==> config.mk <==
export PLATFORM = sky130hd
export DESIGN_NAME = fifo_word_packer_flat
export DESIGN_NICKNAME = d
export VERILOG_FILES = /design/src/rtl/fifo_word_packer_if.sv /design/src/rtl/fifo_word_packer.sv /design/src/flat_wrapper.sv
export SDC_FILE = /design/constraint.sdc
export NUM_CORES = 1
export LEC_CHECK = 0
export ABC_CLOCK_PERIOD_IN_PS = 3000
export CORE_ASPECT_RATIO = 1.25
export CORE_UTILIZATION = 54
export CTS_BUF_LIST = sky130_fd_sc_hd__clkbuf_4
export CTS_CLUSTER_DIAMETER = 150
export DETAILED_ROUTE_END_ITERATION = 6
export PLACE_DENSITY = 0.81
export RECOVER_POWER = 25
export SLEW_MARGIN = 25
export SYNTH_ARGS = -nofsm -noshare
export SYNTH_HDL_FRONTEND = slang
export SYNTH_SLANG_ARGS = --single-unit
==> constraint.sdc <==
create_clock -name clk -period 3 [get_ports clk]
set_input_delay 0.6 -clock clk [delete_from_list [all_inputs] [get_ports clk]]
set_output_delay 0.6 -clock clk [all_outputs]
set_load 0.01 [all_outputs]
==> src/rtl/fifo_word_packer_if.sv <==
// Handshake bundle between the FIFO pop side, the word packer and the wide-bus writer.
// The slave modport is the packer's view; master is the surrounding environment.
interface fifo_word_packer_if #(
  parameter int DATA_WIDTH = 8,
  parameter int PACK_RATIO = 4,
  parameter int CNT_WIDTH  = 3
);
  logic                             in_valid;
  logic                             in_ready;
  logic [DATA_WIDTH-1:0]            in_data;
  logic                             flush;
  logic                             out_valid;
  logic                             out_ready;
  logic [DATA_WIDTH*PACK_RATIO-1:0] out_data;
  logic [PACK_RATIO-1:0]            out_keep;
  logic [CNT_WIDTH-1:0]             out_count;
  logic                             busy;

  modport master (
    output in_valid, in_data, flush, out_ready,
    input  in_ready, out_valid, out_data, out_keep, out_count, busy
  );

  modport slave (
    input  in_valid, in_data, flush, out_ready,
    output in_ready, out_valid, out_data, out_keep, out_count, busy
  );
endinterface

==> src/rtl/fifo_word_packer.sv <==
// Packs PACK_RATIO narrow FIFO beats into one wide word held in a one-entry
// valid/ready output register; flush closes a partial word early.
module fifo_word_packer #(
  parameter int DATA_WIDTH = 8,
  parameter int PACK_RATIO = 4,
  parameter int CNT_WIDTH  = 3
) (
  input logic               clk,
  input logic               rst,
  fifo_word_packer_if.slave bus
);
  localparam int OUT_W = DATA_WIDTH * PACK_RATIO;
  localparam logic [CNT_WIDTH-1:0] FULL_CNT = CNT_WIDTH'(PACK_RATIO);

  typedef logic [PACK_RATIO-1:0][DATA_WIDTH-1:0] lane_t;
  typedef enum logic {EMPTY, FULL} out_state_t;

  function automatic logic [PACK_RATIO-1:0] keep_mask(input logic [CNT_WIDTH-1:0] cnt);
    logic [PACK_RATIO-1:0] m;
    m = '0;
    for (int i = 0; i < PACK_RATIO; i++) m[i] = (CNT_WIDTH'(i) < cnt);
    return m;
  endfunction

  function automatic logic [OUT_W-1:0] mask_lanes(input lane_t lanes,
                                                  input logic [CNT_WIDTH-1:0] cnt);
    logic [OUT_W-1:0] w;
    w = '0;
    for (int i = 0; i < PACK_RATIO; i++)
      if (CNT_WIDTH'(i) < cnt) w[i*DATA_WIDTH +: DATA_WIDTH] = lanes[i];
    return w;
  endfunction

  lane_t                 acc_lane_p0;
  logic [CNT_WIDTH-1:0]  acc_count_p0;
  logic [OUT_W-1:0]      out_data_p1;
  logic [PACK_RATIO-1:0] out_keep_p1;
  logic [CNT_WIDTH-1:0]  out_count_p1;
  out_state_t            state_q, state_d;
  logic                  vld_p1;
  logic                  acc_full, slot_free, xfer, in_ready, accept;

  assign vld_p1    = (state_q == FULL);
  assign acc_full  = (acc_count_p0 == FULL_CNT);
  assign slot_free = !vld_p1 || bus.out_ready;
  // Flush only closes beats already held; a beat arriving alongside starts the next word.
  assign xfer      = slot_free && (acc_full || (bus.flush && (acc_count_p0 != '0)));
  assign in_ready  = !acc_full || xfer;
  assign accept    = bus.in_valid && in_ready;

  // Stage p0: accumulator
  always_ff @(posedge clk or posedge rst) begin
    if (rst) begin
      acc_lane_p0  <= '0;
      acc_count_p0 <= '0;
    end else if (accept) begin
      if (xfer) begin
        acc_lane_p0[0] <= bus.in_data;
        acc_count_p0   <= CNT_WIDTH'(1);
      end else begin
        for (int i = 0; i < PACK_RATIO; i++)
          if (CNT_WIDTH'(i) == acc_count_p0) acc_lane_p0[i] <= bus.in_data;
        acc_count_p0 <= acc_count_p0 + CNT_WIDTH'(1);
      end
    end else if (xfer) begin
      acc_count_p0 <= '0;
    end
  end

  // Stage p1: output register and its occupancy state
  always_ff @(posedge clk or posedge rst) begin
    if (rst) state_q <= EMPTY;
    else     state_q <= state_d;
  end

  always_comb begin
    state_d = state_q;
    case (state_q)
      EMPTY:   if (xfer) state_d = FULL;
      FULL:    if (bus.out_ready && !xfer) state_d = EMPTY;
      default: state_d = EMPTY;
    endcase
  end

  always_ff @(posedge clk or posedge rst) begin
    if (rst) begin
      out_data_p1  <= '0;
      out_keep_p1  <= '0;
      out_count_p1 <= '0;
    end else if (xfer) begin
      out_data_p1  <= mask_lanes(acc_lane_p0, acc_count_p0);
      out_keep_p1  <= keep_mask(acc_count_p0);
      out_count_p1 <= acc_count_p0;
    end
  end

  assign bus.in_ready  = in_ready;
  assign bus.out_valid = vld_p1;
  assign bus.out_data  = out_data_p1;
  assign bus.out_keep  = out_keep_p1;
  assign bus.out_count = out_count_p1;
  assign bus.busy      = (acc_count_p0 != '0) || vld_p1;
endmodule
==> src/flat_wrapper.sv <==
// flat-port wrapper written by rule: the top's interface ports become plain ports
module fifo_word_packer_flat 
#(
  parameter int DATA_WIDTH = 8,
  parameter int PACK_RATIO = 4,
  parameter int CNT_WIDTH  = 3
)
  (clk, rst, bus_in_valid, bus_in_data, bus_flush, bus_out_ready, bus_in_ready, bus_out_valid, bus_out_data, bus_out_keep, bus_out_count, bus_busy);
  fifo_word_packer_if #(.DATA_WIDTH(DATA_WIDTH), .PACK_RATIO(PACK_RATIO), .CNT_WIDTH(CNT_WIDTH)) bus_i ();
  input logic clk;
  input logic rst;
  input wire logic [$bits(bus_i.in_valid)-1:0] bus_in_valid;
  input wire logic [$bits(bus_i.in_data)-1:0] bus_in_data;
  input wire logic [$bits(bus_i.flush)-1:0] bus_flush;
  input wire logic [$bits(bus_i.out_ready)-1:0] bus_out_ready;
  output wire logic [$bits(bus_i.in_ready)-1:0] bus_in_ready;
  output wire logic [$bits(bus_i.out_valid)-1:0] bus_out_valid;
  output wire logic [$bits(bus_i.out_data)-1:0] bus_out_data;
  output wire logic [$bits(bus_i.out_keep)-1:0] bus_out_keep;
  output wire logic [$bits(bus_i.out_count)-1:0] bus_out_count;
  output wire logic [$bits(bus_i.busy)-1:0] bus_busy;
  assign bus_i.in_valid = bus_in_valid;
  assign bus_i.in_data = bus_in_data;
  assign bus_i.flush = bus_flush;
  assign bus_i.out_ready = bus_out_ready;
  assign bus_in_ready = bus_i.in_ready;
  assign bus_out_valid = bus_i.out_valid;
  assign bus_out_data = bus_i.out_data;
  assign bus_out_keep = bus_i.out_keep;
  assign bus_out_count = bus_i.out_count;
  assign bus_busy = bus_i.busy;
  fifo_word_packer #(.DATA_WIDTH(DATA_WIDTH), .PACK_RATIO(PACK_RATIO), .CNT_WIDTH(CNT_WIDTH)) u_core (.clk(clk), .rst(rst), .bus(bus_i));
endmodule
==> impl_metrics.yaml <==
outcome:
  outcome: "complete, but fails checks"
  violations: "max-capacitance violations, max-slew violations"
cells_and_area:
  syn_to_final_growth_pct: 23.1
  n_antenna_cell: 0
  design_area_um2: 3670
  layout_common_cells: "dfrtp_1 (74), clkdlybuf4s50_1 (53), nand2_1 (44)"
  drive_gt1_frac: 0.199
  nets: 303
  final_common_cell: "dfrtp_1"
  layout.cells.non_filler: 354
synth:
  syn_area_per_cell_um2: 12.8
  synth_edf_count: 0
  async_flop_share: 1.00
  syn_inst: 233
  syn-cell-area_um2: 2980
  synth-seq-cells: 74
  yosys_warnings: 0
  synth_nets: 249
  synth-seq-area-share: 0.621
  synth_ff_type: "dfrtp_1"
  yosysUniqueCellTypes: 32
worst_hold_path:
  worstHoldPathType: "flip-flop to flip-flop"
  hold_depth: 2
floorplan:
  die_h_um: 85.1
  row_count: 29
  start_util: 0.575
  die_w_um: 68.5
  ios: 55
  die-area_um2: 5830
  coreArea_um2: 5190
worst_setup_path:
  cp-startpoint: "u_core.acc_count_p0[0]$_DFFE_PP0P_"
  required_ps: 2400
  r2r-end: "u_core.acc_lane_p0[25]$_DFFE_PP0P_"
  cp.arrival_ps: 2240
  critPathSlowestCell: "clkdlybuf4s50_1"
  path_max_fanout: 7
  cp-endpoint: "bus_busy"
  cp-end-kind: "output port"
  path_class: "flip-flop to output port"
  reg2reg_depth: 6
  path_cells: "inv_1 -> ha_2 -> inv_1 -> or3_2 -> clkdlybuf4s50_1"
  ff2ff_setup_slack_ps: 750
  slowest_delay_ps: 480
  r2r_start: "u_core.acc_count_p0[0]$_DFFE_PP0P_"
  start_kind: "flip-flop"
  path_common_cell: "inv_1"
drt:
  avgViaCountPerCell: 5.47
  vias: 1938
  first_pass_iters: 4
  drt_iter0_markers: 117
  drtAntennaViolNets: 0
  wl_per_cell_um: 16.0
  route.detailed.drc: 0
  drt_wl_total_mm: 5.68
timing:
  maxClockFrequency_mhz: 352
  fin_crit_ps: 2840
  slew_viol_final: 75
  finalWorstSetupSlack_ps: 155
  setup_viol: 0
  finalSetupTns_ps: 0
  grt_setup_unrepaired: "no"
  clock_skew_ps: 11.8
  final-hold-violation-count: 0
  tightest_slew_ps: 1730
  period_share: 0.948
  max_slew_margin: -0.155
global_routing:
  grt_pass1_vias: 1877
  overflow: 0
  grt_pass1_wl_mm: 9.20
  grt_max_degree: 75
  antenna_found_initial: 0
  grtUsageTotal: 0.221
clocking:
  clkLatencyLatePin_ps: 410
  clk_path_buf_depth: 2
  cts_buffers: 9
  cts_root_buffer: "clkbuf_4"
  htreeDepth: 3
  cts.sinks: 74
  cts_tree: "built"
  path_clk_slew_ps: 110
  post_cts_buffers: 0
  cts_hold_buf: 0
placed_design:
  placedCellCount: 338
  placed_cell_area_um2: 3550
  place_ws_ps: 431
  gp_congestion: 0.771
  post-dp-hpwl_mm: 3.81
  io_buffer_count: 54
power_and_ir_drop:
  p_leak_nw: 1.73
  finalPower_mw: 3.87
  ir_drop_uv: 535
  power.density_nw_per_um2: 1050
flow_run:
  cap_violations: 1
final cells by class:
| type | instances | area [um^2] |
|---|---|---|
| timing repair buffer | 58 | 568 |
| clock inverter | 6 | 57.6 |
| sequential | 74 | 1850 |
| fill | 378 | 1510 |
| clock buffer | 10 | 75.1 |
| tap | 62 | 77.6 |
| multi-input combinational | 139 | 1030 |
| inverter | 5 | 18.8 |
repair_timing:
action | CTS | global route
hold endpoints to repair | 0 | 0
gates resized for setup | 0 | 1
setup endpoints to repair | 0 | 1
power by group:
group	switching, mW	internal [mW]
Sequential	0.287	1.46
Clock	0.330	0.257
Combinational	0.658	0.880
layer usage:
| layer | global-route usage | wire (um) | up-vias |
|---|---|---|---|
| li1 | - | - | 903 |
| met1 | 0.318 | 2600 | 982 |
| met2 | 0.328 | 2760 | 44 |
| met3 | 0.0376 | 209 | 9 |
| met4 | 0.0985 | 113 | 0 |
| met5 | 0 | 0 | - |
worst max-delay path: cells and delay by family (launching register included):
family / cells / cell delay, ps
buffers and inverters: 3 / 700
AND/OR/NAND/NOR: 1 / 440
adder cells (fa/ha/maj): 1 / 230
flip-flops: 1 / 470
synth_stat cells (2+ instances only):
cell type | instances | area, um^2
a21o_1 | 4 | 30.0
a21oi_1 | 2 | 10.0
a22o_1 | 16 | 140
and2_1 | 2 | 12.5
buf_2 | 9 | 45.0
buf_4 | 2 | 15.0
buf_6 | 2 | 22.5
clkbuf_1 | 2 | 7.51
dfrtp_1 | 74 | 1850
ha_1 | 3 | 37.5
inv_1 | 5 | 18.8
mux2_2 | 24 | 270
mux2_4 | 8 | 120
nand2_1 | 44 | 165
nand3_1 | 17 | 85.1
o21ai_0 | 3 | 15.0
registers in the layout, summed over array words and instances (netlist names):
signal / count
u_core.acc_lane_p0: 32
u_core.bus.out_data: 32
u_core.acc_count_p0: 3
u_core.bus.out_count: 3
u_core.bus.out_keep: 3
u_core.bus.out_valid: 1
metrics by stage:
step | hold slack, ps | utilization
floorplan | 460 | -
global placement | 450 | 0.685
detailed placement | 457 | 0.685
CTS | 484 | 0.711
global route | 511 | 0.708
finish | 479 | 0.708
how the worst min path moves through the flow:
stage | from | to
finish | u_core.bus.out_data[26]$_DFFE_PP0P_ | u_core.bus.out_data[26]$_DFFE_PP0P_
detailed placement | u_core.bus.out_data[18]$_DFFE_PP0P_ | u_core.bus.out_data[18]$_DFFE_PP0P_
global route | u_core.bus.out_data[24]$_DFFE_PP0P_ | u_core.bus.out_data[24]$_DFFE_PP0P_
CTS | u_core.bus.out_data[18]$_DFFE_PP0P_ | u_core.bus.out_data[18]$_DFFE_PP0P_
global placement | u_core.bus.out_data[24]$_DFFE_PP0P_ | u_core.bus.out_data[24]$_DFFE_PP0P_
floorplan | u_core.acc_lane_p0[0]$_DFFE_PP0P_ | u_core.bus.out_data[0]$_DFFE_PP0P_
cells by family after synthesis:
group | Yosys count | share of synthesized area
XOR/XNOR | 1 | 0.00294
AO/OA/AOI/OAI | 29 | 0.0792
adder cells (fa/ha/maj) | 3 | 0.0126
flip-flops | 74 | 0.621
buffers and inverters | 20 | 0.0365
AND/OR/NAND/NOR | 73 | 0.114
multiplexers | 33 | 0.134
Note: power is estimated with default switching activity, not from simulation.
